$ cat config.mk
export PLATFORM = sky130hd
export DESIGN_NAME = pipe_skid_stage
export DESIGN_NICKNAME = d
export VERILOG_FILES = /design/src/rtl/pipe_pkg.sv /design/src/rtl/pipe_skid_stage.sv
export SDC_FILE = /design/constraint.sdc
export NUM_CORES = 1
export LEC_CHECK = 0
export ABC_AREA = 1
export BUFFER_PORTS_ARGS = -buffer_cell sky130_fd_sc_hd__buf_2
export CORE_ASPECT_RATIO = 0.75
export CORE_UTILIZATION = 58
export DETAILED_ROUTE_END_ITERATION = 8
export PLACE_DENSITY = 0.84
export SYNTH_ARGS = -nofsm -noshare
export SYNTH_HDL_FRONTEND = slang
export SYNTH_SLANG_ARGS = --single-unit
$ cat constraint.sdc
create_clock -name clk_i -period 23.4 [get_ports clk_i]
set_input_delay 7.02 -clock clk_i [delete_from_list [all_inputs] [get_ports clk_i]]
set_output_delay 7.02 -clock clk_i [all_outputs]
set_load 0.02 [all_outputs]
$ cat src/rtl/pipe_pkg.sv
// Shared types for pipeline stage registers: occupancy state encoding and count width.
// Latency: n/a (types and helpers only).
// Backpressure: n/a.
package pipe_pkg;

  // Width of the beats-held count exported by a stage (0..2).
  localparam int PIPE_CNT_W = 2;

  // Stage occupancy: nothing held, output register held, output + skid held.
  typedef enum logic [1:0] {
    PS_EMPTY = 2'd0,
    PS_BUSY  = 2'd1,
    PS_FULL  = 2'd2
  } pipe_state_e;

  // Number of beats held for a given occupancy state.
  function automatic logic [PIPE_CNT_W-1:0] pipe_state_count(input pipe_state_e s);
    case (s)
      PS_BUSY: return 2'd1;
      PS_FULL: return 2'd2;
      default: return 2'd0;
    endcase
  endfunction

endpackage

$ cat src/rtl/pipe_skid_stage.sv
// Pipeline stage register with valid/ready handshake and optional one-entry skid buffer.
// Latency: one cycle; a beat accepted at edge N is presented from cycle N+1, 1 beat/cycle sustained.
// Backpressure: SKID=1 gives a registered in_ready_o (one extra beat absorbed); SKID=0 passes out_ready_i through combinationally.
module pipe_skid_stage
  import pipe_pkg::*;
#(
  parameter int WIDTH  = 128,
  parameter int SIDE_W = 6,
  parameter int SKID   = 1
) (
  input  logic                  clk_i,
  input  logic                  rst_i,
  input  logic                  flush_i,
  input  logic                  in_valid_i,
  output logic                  in_ready_o,
  input  logic [WIDTH-1:0]      in_data_i,
  input  logic [SIDE_W-1:0]     in_side_i,
  input  logic                  in_side_clr_i,
  output logic                  out_valid_o,
  input  logic                  out_ready_i,
  output logic [WIDTH-1:0]      out_data_o,
  output logic [SIDE_W-1:0]     out_side_o,
  output logic [PIPE_CNT_W-1:0] count_o
);

  pipe_state_e       state_q, state_d;
  logic [WIDTH-1:0]  or_data_q, or_data_d;
  logic [SIDE_W-1:0] or_side_q, or_side_d;

  // Skid register contents as seen by the shared output-register path.
  logic [WIDTH-1:0]  sr_data;
  logic [SIDE_W-1:0] sr_side;

  logic              in_fire;
  logic              out_fire;
  logic              sr_load;
  logic [SIDE_W-1:0] cap_side;

  assign out_valid_o = (state_q != PS_EMPTY);
  assign in_fire     = in_valid_i & in_ready_o;
  assign out_fire    = out_valid_o & out_ready_i;
  assign cap_side    = in_side_clr_i ? '0 : in_side_i;

  assign out_data_o  = or_data_q;
  assign out_side_o  = or_side_q;
  assign count_o     = pipe_state_count(state_q);

  // Next occupancy and output-register contents; flush wins over any handshake.
  always_comb begin
    state_d   = state_q;
    or_data_d = or_data_q;
    or_side_d = or_side_q;
    sr_load   = 1'b0;

    if (flush_i) begin
      state_d   = PS_EMPTY;
      or_data_d = '0;
      or_side_d = '0;
    end else begin
      case (state_q)
        PS_EMPTY: begin
          if (in_fire) begin
            state_d   = PS_BUSY;
            or_data_d = in_data_i;
            or_side_d = cap_side;
          end
        end
        PS_BUSY: begin
          if (in_fire && out_fire) begin
            // Head leaves while the new beat takes its place.
            or_data_d = in_data_i;
            or_side_d = cap_side;
          end else if (in_fire) begin
            if (SKID != 0) begin
              // Downstream stalled: park the beat behind the head.
              state_d = PS_FULL;
              sr_load = 1'b1;
            end else begin
              // Not reachable without a skid (ready implies out_fire here);
              // kept so the stage never drops an accepted beat.
              or_data_d = in_data_i;
              or_side_d = cap_side;
            end
          end else if (out_fire) begin
            // Drained: payload/sideband keep their last values.
            state_d = PS_EMPTY;
          end
        end
        PS_FULL: begin
          if (out_fire) begin
            state_d   = PS_BUSY;
            or_data_d = sr_data;
            or_side_d = sr_side;
          end
        end
        default: begin
          state_d   = PS_EMPTY;
          or_data_d = '0;
          or_side_d = '0;
        end
      endcase
    end
  end

  // Occupancy and output register; reset clears immediately.
  always_ff @(posedge clk_i or posedge rst_i) begin
    if (rst_i) begin
      state_q   <= PS_EMPTY;
      or_data_q <= '0;
      or_side_q <= '0;
    end else begin
      state_q   <= state_d;
      or_data_q <= or_data_d;
      or_side_q <= or_side_d;
    end
  end

  generate
    if (SKID != 0) begin : g_skid
      logic [WIDTH-1:0]  sr_data_q, sr_data_d;
      logic [SIDE_W-1:0] sr_side_q, sr_side_d;

      // Skid register loads only when a beat arrives behind a stalled head.
      always_comb begin
        sr_data_d = sr_data_q;
        sr_side_d = sr_side_q;
        if (flush_i) begin
          sr_data_d = '0;
          sr_side_d = '0;
        end else if (sr_load) begin
          sr_data_d = in_data_i;
          sr_side_d = cap_side;
        end
      end

      // Skid register storage.
      always_ff @(posedge clk_i or posedge rst_i) begin
        if (rst_i) begin
          sr_data_q <= '0;
          sr_side_q <= '0;
        end else begin
          sr_data_q <= sr_data_d;
          sr_side_q <= sr_side_d;
        end
      end

      assign sr_data = sr_data_q;
      assign sr_side = sr_side_q;

      // Ready is decoded from state alone, breaking the out_ready_i timing path.
      assign in_ready_o = (state_q != PS_FULL);
    end else begin : g_noskid
      assign sr_data = '0;
      assign sr_side = '0;

      // Without a skid entry the stage can only take a beat if the head leaves.
      assign in_ready_o = ~out_valid_o | out_ready_i;
    end
  endgenerate

  // A full stage must never accept upstream data.
  a_no_fire_when_full: assert property (
    @(posedge clk_i) disable iff (rst_i) !((state_q == PS_FULL) && in_fire)
  );

  // Only the skid variant may ever hold two beats.
  a_full_needs_skid: assert property (
    @(posedge clk_i) disable iff (rst_i) ((SKID != 0) || (state_q != PS_FULL))
  );

endmodule

Word-level counts from Yosys, hierarchy flattened
Index checks and enable logic that the tools add are counted.
W data, S select, Z words.
- eq/ne operators: 8
- mux-type cells: 27
- bitwise logic cells: 2
- reduce and logical (&&, ||, !) cells: 6
- operator list (cell ; count):
    $mux W128 ; 6
    $pmux W128 S3 ; 1
    $mux W6 ; 7
    $pmux W6 S3 ; 1
    $mux W2 ; 6
    $ne A3 B3 Y1 const B ; 4
    $pmux W2 S3 ; 1
    $mux W1 ; 4
    $ne A4 B4 Y1 const B ; 1
    $pmux W2 S2 ; 1
    $reduce_and A4 Y1 ; 1
    $reduce_bool A2 Y1 ; 2
    $reduce_and A3 Y1 ; 1
    $and A1 B1 Y1 ; 2
    $eq A2 B1 Y1 const B ; 1
    $eq A2 B2 Y1 const B ; 1
    $logic_not A2 Y1 ; 1
    $ne A2 B2 Y1 const B ; 1
    $logic_and A1 B1 Y1 ; 1
- register bits after elaboration: 270
- output and inout port bits: 138
- word-level logic and storage cells: 48

Longest topological paths before layout
Gate-level depths: netlist (run 1).
- depth in word-level cells: 8
- mapped depth: 10
- depth with buffers taken out: 8

Worst setup path after synthesis (run 1)
Ideal clock, no wire load.
- path kind: input port to flip-flop
- from: input port flush_i
- to: register or_data_q[0], in the netlist out_data_o[0]
- setup time: 116 ps
- arrival: 8018 ps
- data required time: 23284 ps
- slack: 15265 ps
- cell stages on the path: 10
- cell sequence: buf_2 > inv_4 > nand3_2 > nor2_1 > nor2_1 > nand2_2 > buf_6 > buf_4 > nand2_1 > nand2_1
- word-level cells in the longest chain between the ends: 2
- ends and longest elaborated chain (what ; RTL line ; source):
    from (decl) ; pipe_skid_stage.sv:13 ; input logic flush_i,
    $ne A3 B3 Y1 (no source line) ; - ;
    $reduce_and A3 Y1 (no source line) ; - ;
    to (signal assigned) ; pipe_skid_stage.sv:113 ; or_data_q <= or_data_d;
    to (decl) ; pipe_skid_stage.sv:27 ; logic [WIDTH-1:0] or_data_q, or_data_d;
Parallel ways exist; a longest one is shown, timed or not.
A chain may end at the register's enable or synchronous reset.

Worst setup path after layout (run 1)
- from: input port flush_i
- to: register or_data_q[65], in the netlist out_data_o[65]
The elaborated chain is that of the path after synthesis.

==> reports/summary.txt, run 1 <==
Slew margin rel. - 0.303
Die Ht - 127 um
Post-CTS setup buffers - 0
Unrepaired setup endpoints after global routing - false
Status - finished, final reports clean
Vias/cell - 5.52
Sequential share of the synthesized area - 0.558
Final Max Tran Viols - 0
Number of max-cap violations - 0
Fin nets - 1849
Total Routing Usage GR - 0.294
Global-route wire length before repair - 51300 um
Area grow syn2layout - 17.8%
CTS tree - yes
1st-iter DRT viols - 1286
Flops & latches, synth - 270
Largest net degree at the start of global routing - 124
DRT met1 WL - 13700 um
Max rail drop VDD - 0.0637 mV
Routed via count - 11.1k
Core area - 0.0203 sq mm
CTS Hold Buffers Added - 0
Pwr/cell area - 79.4 mW/mm^2
IO Pins - 278
# setup viols final - 0
Root Buffer - clkbuf_16
Period utilization - 0.434
H-tree depth - 1
Critical path required time - 23.86 ns
Slowest CP cell - buf_4
Top Metal Used - met5
Min Tclk post-route - 10.14 ns
Startpoint types - input port
Largest cells by area after synthesis - dfrtp_1, nand2_1, nand3_1
Port Buffer Count - 277
Worst min-delay path category - flip-flop to flip-flop
Top cell type's share of synthesized area - 0.558
Bufs and invs on worst path - 3
Static Leakage - 7.37 nW
Final hold violations - 0
Synth Net Count - 1640
Gr ovfl total - 0
Post-CTS resize count - 0
Synth Warn # - 0
Critical Path Fanout Max - 123
Routed wl met3 - 2860 um
Clk_lat worst skew - 0.53 ns
Die area - 0.0215 sq mm
Fillers - 1584
Initial antenna violation count - 2
Post-Syn Area - 0.0121 sq mm
Worst path cell trace - buf_2, inv_6, nand3_4, nor2_1, nor2_1, nand2_4, buf_4, nand2_1, nand2_1
Critical Path Max Stage Delay - 0.79 ns
DR WL/cell - 15.8 um
CP delay by family, top - simple AND/OR/NAND/NOR gates
Synthesized area per cell - 8.07 sq um
Clock skew - 0.0186 ns
# rows - 45
CP arrival - 10.61 ns
Post-Synthesis Cells - 1500
Share of layout cells above drive strength 1 - 0.197
Final Total Pwr - 1.13 mW
Final hold slack - 0.473 ns
Largest area contributor in the netlist - dfrtp_1
Worst slew pin tran - 1.05 ns
Drt drc - 0
Initial Util - 0.596
Pre-antenna DRT Iters - 5
Setup_tns - 0 ns
Synth unique cells - 19
Final ANT Viol Nets - 0
Metal2 WL - 14600 um
Sink Count - 270
Detailed Place HPWL - 19100 um
Gpl congestion - 0.821
Worst-path clk slew - 0.07 ns
Routed WL - 31800 um
Critical path type - input port to flip-flop
CP endpoint kind - flip-flop
Diode count - 0
Max frequency - 98.6 MHz
Vias in the first global route - 10.3k
Max clock buf depth - 3
CTS Buf Count - 26
Chip Width - 169 um
## Yosys cell counts (all sizes together)
cell / count
a21oi: 3
nor2: 17
o21ai: 266
inv: 142
nand3: 213
dfrtp: 270
clkbuf: 51
buf: 56
nand2: 482
## flip-flops by register name, summed over array words and instances, names as in the netlist
name              cells
g_skid.sr_side_q      6
g_skid.sr_data_q    128
out_data_o          128
state_q               2
out_side_o            6
## power by group
part	switching [mW]	internal [mW]	leakage [nW]	total (mW)
logic	0.144	0.0574	3.34	0.202
registers	0.0222	0.506	3.63	0.528
clock network	0.174	0.228	0.399	0.402
total	0.341	0.791	7.37	1.13
## metrics by stage
step | util | instance area [sq um] | cells | setup WS (ns)
6_report | 0.702 | 14300 | 2006 | 13.26
5_1_grt | 0.702 | 14300 | 2006 | 12.93
4_1_cts | 0.702 | 14300 | 2006 | 13.27
3_5_place_dp | 0.662 | 13500 | 1963 | 12.74
3_3_place_gp | 0.662 | 13500 | 1963 | 12.91
2_1_floorplan | - | 12100 | 1500 | 8.94
## logic make-up after synthesis
| group | Yosys count | share of synthesized area |
|---|---|---|
| compound gates | 269 | 0.111 |
| buf+inv | 249 | 0.0858 |
| flops | 270 | 0.558 |
| simple gates | 712 | 0.245 |
## worst min-delay path, cell delays in order (launching register included)
cell and delay (ns):
dfrtp_1 0.34, nand2_1 0.05, nand2_1 0.05
## cell type report
type,instances,area (sq um),share of cell area
clock buffer,39,781,0.0547
clock inverter,4,20.0,0.00140
inverter,142,547,0.0383
multi-input combinational,981,4340,0.304
sequential,270,6760,0.474
tap,282,353,0.0247
timing repair buffer,288,1470,0.103
## final timing paths
| path | cells past startpoint | to | slack, ns | startpoint |
|---|---|---|---|---|
| hold / removal | 2 | out_data_o[31]$_DFFE_PP0P_ | 0.47 | out_data_o[31]$_DFFE_PP0P_ |
| max in group asynchronous | 3 | g_skid.sr_data_q[127]$_DFFE_PP0P_ | 15.19 | rst_i |
| min in group asynchronous | 2 | out_data_o[24]$_DFFE_PP0P_ | 6.67 | rst_i |
| hold reg to reg | 2 | out_data_o[31]$_DFFE_PP0P_ | 0.47 | out_data_o[31]$_DFFE_PP0P_ |
| setup / recovery | 9 | out_data_o[65]$_DFFE_PP0P_ | 13.26 | flush_i |
| setup reg to reg | 8 | out_data_o[65]$_DFFE_PP0P_ | 20.24 | state_q[0]$_DFFE_PP0P_ |
## cell usage in the layout, fill, tap and decap left out, types with 3 or more instances in the layout
cell type	Yosys	layout
o21ai_1	70	70
inv_1	137	136
clkbuf_1	51	6
nand2_1	480	479
clkbuf_8	0	6
nand3_1	212	212
buf_4	7	11
nor2_1	13	13
clkinv_2	0	5
a21oi_1	3	3
clkbuf_16	0	27
dfrtp_1	270	270
o21ai_0	196	196
buf_2	42	277
inv_2	4	3
## routing by layer
| metal | vias to the layer above | track usage |
|---|---|---|
| li1 | 5204 | - |
| met1 | 5220 | 0.434 |
| met2 | 574 | 0.456 |
| met3 | 64 | 0.0517 |
| met4 | 4 | 0.0738 |
| met5 | - | 0 |
No activity file was read; power rests on OpenSTA's default activity.
==> inputs of run 2 (changes only) <==
Settings changed: ABC_AREA 1 to 0, CORE_UTILIZATION 58 to 54, PLACE_DENSITY 0.84 to 0.79.
Clock period 23.4 ns to 10.1 ns, I/O delays scaled along.
==> run 2 against run 1 <==
  * Total power rose by 130%
  * Global-route usage fell by 3.4 points
  * Critical path depth fell by 6
  * Clock power rose to 2.6 times the previous value
  * Sequential cell count did not move
  * Combinational power rose by 77%
  * Worst setup slack got worse by 8.4 ns
  * Core utilization fell by 3.9 points
  * Design area rose by 3.3%
  * Synthesized area rose by 2.0%
  * Count of clock-buffer cells in the layout fell by 1
==> reports/summary.txt, run 2 <==
Status - finished, final reports clean
Final hold violations - 0
Fin nets - 1619
Bufs and invs on worst path - 2
Util after Layout - 0.663
Post-synth EDFFs - 0
Area taken by multi-input logic gates - 0.00514 sq mm
Async SR Flop Fraction - 1.00
# rows - 47
Routing usage on met3 - 0.0612
1st-iter DRT viols - 754
Min Tclk post-route - 5.28 ns
Core area - 0.0222 sq mm
CP arrival - 2.25 ns
# setup viols final - 0
Top cells by count, synth - dfrtp_1, nand2_1, a21oi_1
Setup ws final - 4.82 ns
IO Pins - 278
Unrepaired setup endpoints after global routing - false
Flops & latches, synth - 270
Drt drc - 0
CTS Hold Buffers Added - 0
Die Ht - 133 um
Worst-path clk slew - 0.06 ns
M2 GR Usage - 0.417
Vias/cell - 5.48
Clk_lat worst skew - 0.52 ns
Worst slew pin tran - 1.04 ns
Post-CTS resize count - 0
Max rail drop VDD - 0.117 mV
DP Worst Slack - 4.76 ns
Synth Net Count - 1398
Gpl congestion - 0.768
Storage cell area - 0.00676 sq mm
Global-route wire length before repair - 49300 um
Post-Synthesis Cells - 1258
Routed via count - 9871
Slew margin rel. - 0.308
Root Buffer - clkbuf_16
Synth unique cells - 22
Clock skew - 0.00638 ns
Initial Util - 0.556
CP delay by family, top - flip-flops
Routing usage on met1 - 0.357
Setup_tns - 0 ns
Largest cells by area after synthesis - dfrtp_1, a21oi_1, nand2_1
Die area - 0.0235 sq mm
Largest area contributor in the netlist - dfrtp_1
Vias in the first global route - 9702
Routed WL - 30600 um
Critical Path Fanout Max - 56
Pre-antenna DRT Iters - 5
Sink Count - 270
Worst min-delay path category - flip-flop to flip-flop
Top cell type's share of synthesized area - 0.547
Commonest non-fill, non-tap cell in the layout - buf_2
Synthesized area per cell - 9.82 sq um
Top FF cell, synth - dfrtp_1
Max clock buf depth - 3
Fillers - 1778
Slowest CP cell - dfrtp_4
Period utilization - 0.523
Startpoint types - flip-flop
Synth Warn # - 0
Gr ovfl total - 0
Commonest cells after routing, fill and taps aside - buf_2, dfrtp_1, nand2_1, a21oi_1, nor2_1
CTS Buf Count - 27
Port Buffer Count - 277
Final Max Tran Viols - 0
Final ANT Viol Nets - 0
Critical path type - flip-flop to primary output
Sequential share of the synthesized area - 0.547
CP endpoint kind - primary output
GRT busiest layer - met2
Post-CTS setup buffers - 0
Share of layout cells above drive strength 1 - 0.278
Critical Path Max Stage Delay - 0.87 ns
Max frequency - 189 MHz
Chip Width - 177 um
Worst path cell trace - nand2b_1, clkinv_2, buf_2
Total Routing Usage GR - 0.260
H-tree depth - 1
CTS tree - yes
Area grow syn2layout - 19.2%
Largest net degree at the start of global routing - 165
Critical path required time - 7.07 ns
Number of max-cap violations - 0
Detailed Place HPWL - 18700 um
Post-Syn Area - 0.0124 sq mm
DR WL/cell - 17.0 um
Static Leakage - 7.15 nW
Initial antenna violation count - 7
Pwr/cell area - 175 mW/mm^2
Most common cell in the synthesized netlist - dfrtp_1
## run 2: where the power goes
group | leakage (nW) | internal [mW] | switching, mW
sequential | 3.62 | 1.14 | 0.0377
combinational | 3.08 | 0.138 | 0.219
clock | 0.450 | 0.623 | 0.410
total | 7.15 | 1.91 | 0.667
## run 2: kinds of logic after synthesis
| family | count (synthesis) | share of synthesized area |
|---|---|---|
| AOI/OAI and AO/OA | 274 | 0.123 |
| buffers and inverters | 103 | 0.0390 |
| DFF | 270 | 0.547 |
| muxes | 134 | 0.122 |
| and+or+nand+nor | 477 | 0.169 |
## run 2: metrics by stage
stage / hold WS [ns] / power [mW] / cells / area, sq um
2_1_floorplan: 0.501 / 1.43 / 1258 / 12400
3_3_place_gp: 0.462 / 1.55 / 1744 / 13800
3_5_place_dp: 0.470 / 1.56 / 1744 / 13800
4_1_cts: 0.485 / 2.60 / 1793 / 14700
5_1_grt: 0.495 / 2.68 / 1795 / 14700
6_report: 0.482 / 2.57 / 1800 / 14700
## run 2: worst paths after layout
check	from	endpoint	slack, ns	cells past startpoint
worst min register to register	out_data_o[0]$_DFFE_PP0P_	out_data_o[0]$_DFFE_PP0P_	0.48	1
max in group asynchronous	rst_i	state_q[1]$_DFFE_PP0P_	5.90	3
worst max register to register	state_q[1]$_DFFE_PP0P_	out_data_o[65]$_DFFE_PP0P_	6.58	7
worst min-delay path	out_data_o[0]$_DFFE_PP0P_	out_data_o[0]$_DFFE_PP0P_	0.48	1
min in group asynchronous	rst_i	out_data_o[8]$_DFFE_PP0P_	2.74	2
worst max-delay path	state_q[1]$_DFFE_PP0P_	count_o[1]	4.82	3
## run 2: worst register-to-register path, cell delays in order (launching register included)
cell and delay [ns]:
dfrtp_4 0.74, nand2b_1 0.30, clkinv_2 0.36, nand2b_1 0.30
a2bb2oi_4 0.16, buf_4 0.52, buf_4 0.61, mux2_2 0.42
## run 2: metal layers
| metal | vias to the layer above | part of all wire |
|---|---|---|
| met5 | - | 0.00026 |
| met4 | 2 | 0.023 |
| met3 | 53 | 0.084 |
| met2 | 361 | 0.46 |
| met1 | 4807 | 0.43 |
| li1 | 4648 | - |
## run 2: layout make-up
cell class	instances	share of cell area
tap	294	0.0250
timing repair buffer	292	0.103
sequential	270	0.459
inverter	3	0.00110
antenna	7	0.00119
clock inverter	11	0.0107
clock buffer	38	0.0514
multi-input combinational	885	0.349
==> inputs of run 3 (changes only) <==
Settings changed: CORE_UTILIZATION 54 to 49, PLACE_DENSITY 0.79 to 0.75.
Clock period 10.1 ns to 4.31 ns, I/O delays scaled along.
==> run 3 against run 2 <==
  * Cell count rose by 1.8%
  * Non-clock buffer count stayed put
  * Largest power group unchanged
  * Sequential share of layout area down 0.51 points
  * Hold slack got worse by 0.0046 ns
  * Clock power up 150%
  * Core utilization shrank 5.1 points
  * Largest cell class unchanged
==> reports/summary.txt, run 3 (synthesized netlist as in run 2, its figures left out) <==
Status - finished, final reports clean
H-tree depth - 1
Hold Crit Start - out_data_o[31]$_DFFE_PP0P_
Post-CTS setup buffers - 0
Static Leakage - 7.20 nW
Register share of total power - 0.449
R2R setup slack - 1.42 ns
Fillers - 2066
Drt drc - 0
Total Routing Usage GR - 0.242
Critical Path Max Stage Delay - 0.60 ns
Gr ovfl total - 0
Switching power - 1.61 mW
CP delay by family, top - flip-flops
Min-Delay Path Depth - 1
Chip Width - 185 um
Worst slew pin tran - 1.09 ns
# setup viols final - 0
Final ANT Viol Nets - 0
Clk_lat worst skew - 0.54 ns
Pre-antenna DRT Iters - 5
Detailed Place HPWL - 18700 um
Vias/cell - 5.40
Period utilization - 0.698
Sink Count - 270
FF-to-FF End - out_data_o[92]$_DFFE_PP0P_
Pint - 4.55 mW
Initial antenna violation count - 6
Gpl congestion - 0.774
Critical path required time - 3.02 ns
Routed via count - 9905
CTS tree - yes
Startpoint types - flip-flop
Min Tclk post-route - 3.01 ns
Pwr/cell area - 414 mW/mm^2
CTS Hold Buffers Added - 0
Die area - 0.0259 sq mm
FF-to-FF Start - state_q[1]$_DFFE_PP0P_
Fin nets - 1620
Max frequency - 333 MHz
Critical path type - flip-flop to primary output
Critical Path Fanout Max - 22
Commonest non-fill, non-tap cell in the layout - buf_2
Comb power frac - 0.138
Routed WL - 31300 um
Util after Layout - 0.612
Final hold violations - 0
Max rail drop VDD - 0.331 mV
Setup_tns - 0 ns
Clock skew - 0.0178 ns
Port Buffer Count - 277
Post-Place Cells - 1781
Worst path cell trace - nand2b_1, clkinv_2, buf_2
CP endpoint kind - primary output
Max clock buf depth - 3
Slew margin rel. - 0.274
Final Max Tran Viols - 0
Vias in the first global route - 9687
Share of layout cells above drive strength 1 - 0.279
Final hold slack - 0.477 ns
Initial Util - 0.508
1st-iter DRT viols - 697
Final Non-Filler Cells - 1833
Area grow syn2layout - 20.6%
Slowest CP cell - dfrtp_4
Die Ht - 140 um
Largest net degree at the start of global routing - 130
Core area - 0.0243 sq mm
Clock power frac - 0.414
# rows - 49
Post-CTS resize count - 0
CTS Buf Count - 28
DR WL/cell - 17.1 um
Worst-path clk slew - 0.06 ns
Global-route wire length before repair - 50600 um
Commonest cells after routing, fill and taps aside - buf_2, dfrtp_1, nand2_1, a21oi_1, nor2_1
Root Buffer - clkbuf_16
CP arrival - 1.71 ns
Hold-critical path endpoint - out_data_o[31]$_DFFE_PP0P_
Worst min-delay path category - flip-flop to flip-flop
Sw frac - 0.261
Unrepaired setup endpoints after global routing - false
Final Total Pwr - 6.17 mW
Worst-case reg-to-reg path depth - 7
IO Pins - 278
Number of max-cap violations - 0
Bufs and invs on worst path - 2
## run 3: cell types whose count changed in the layout (fill, tap and decap cells not counted)
cell / change
buf_12: +5
buf_4: -5
bufinv_16: -1
clkbuf_1: -2
clkbuf_16: +2
clkbuf_8: +4
clkinv_2: -4
clkinv_4: +1
clkinvlp_4: +1
diode_2: -5
nor2_2: -1
nor2_4: +1
## run 3: worst max path at each step
| stage | start | to | slack [ns] | depth (start not counted) |
|---|---|---|---|---|
| after detailed placement | in_valid_i | g_skid.sr_data_q[27]$_DFFE_PP0P_ | 1.32 | 6 |
| final | state_q[1]$_DFFE_PP0P_ | count_o[1] | 1.30 | 3 |
| after global routing | state_q[1]$_DFFE_PP0P_ | g_skid.sr_data_q[96]$_DFFE_PP0P_ | 1.21 | 6 |
| after floorplan | rst_i | g_skid.sr_data_q[0]$_DFFE_PP0P_ | -0.55 | 1 |
| after CTS | state_q[1]$_DFFE_PP0P_ | count_o[1] | 1.27 | 3 |
| after global placement | in_valid_i | g_skid.sr_data_q[42]$_DFFE_PP0P_ | 1.41 | 6 |
## run 3: routing by layer
metal / GRT usage / wire length, um
met5: 0 / 37
met4: 0.0626 / 814
met3: 0.0474 / 2230
met2: 0.380 / 14300
met1: 0.343 / 14000
## run 3: stage by stage
stage                     cell area [sq um]  setup slack [ns]
final                                 14900              1.30
after global routing                  14900              1.21
after CTS                             14900              1.27
after detailed placement              13900              1.32
after global placement                13900              1.41
after floorplan                       12400            -0.550
## run 3: area by class of cell
class / instances / area (sq um) / share of cell area
Sequential cell: 270 / 6760 / 0.454
Multi-Input combinational cell: 885 / 5140 / 0.345
Timing Repair Buffer: 292 / 1580 / 0.106
Clock buffer: 42 / 855 / 0.0574
Tap cell: 331 / 414 / 0.0278
Clock inverter: 8 / 124 / 0.00832
Inverter: 3 / 16.3 / 0.00109
Antenna cell: 2 / 5.00 / 0.000336
## run 3: power by group through the flow
| stage | combinational [mW] | clock, mW | sequential [mW] |
|---|---|---|---|
| after floorplan | 0.411 | 0 | 2.94 |
| after global placement | 0.841 | 0 | 2.80 |
| after detailed placement | 0.855 | 0 | 2.81 |
| after global routing | 0.929 | 2.69 | 2.78 |
| after CTS | 0.859 | 2.60 | 2.76 |
| final | 0.850 | 2.55 | 2.77 |
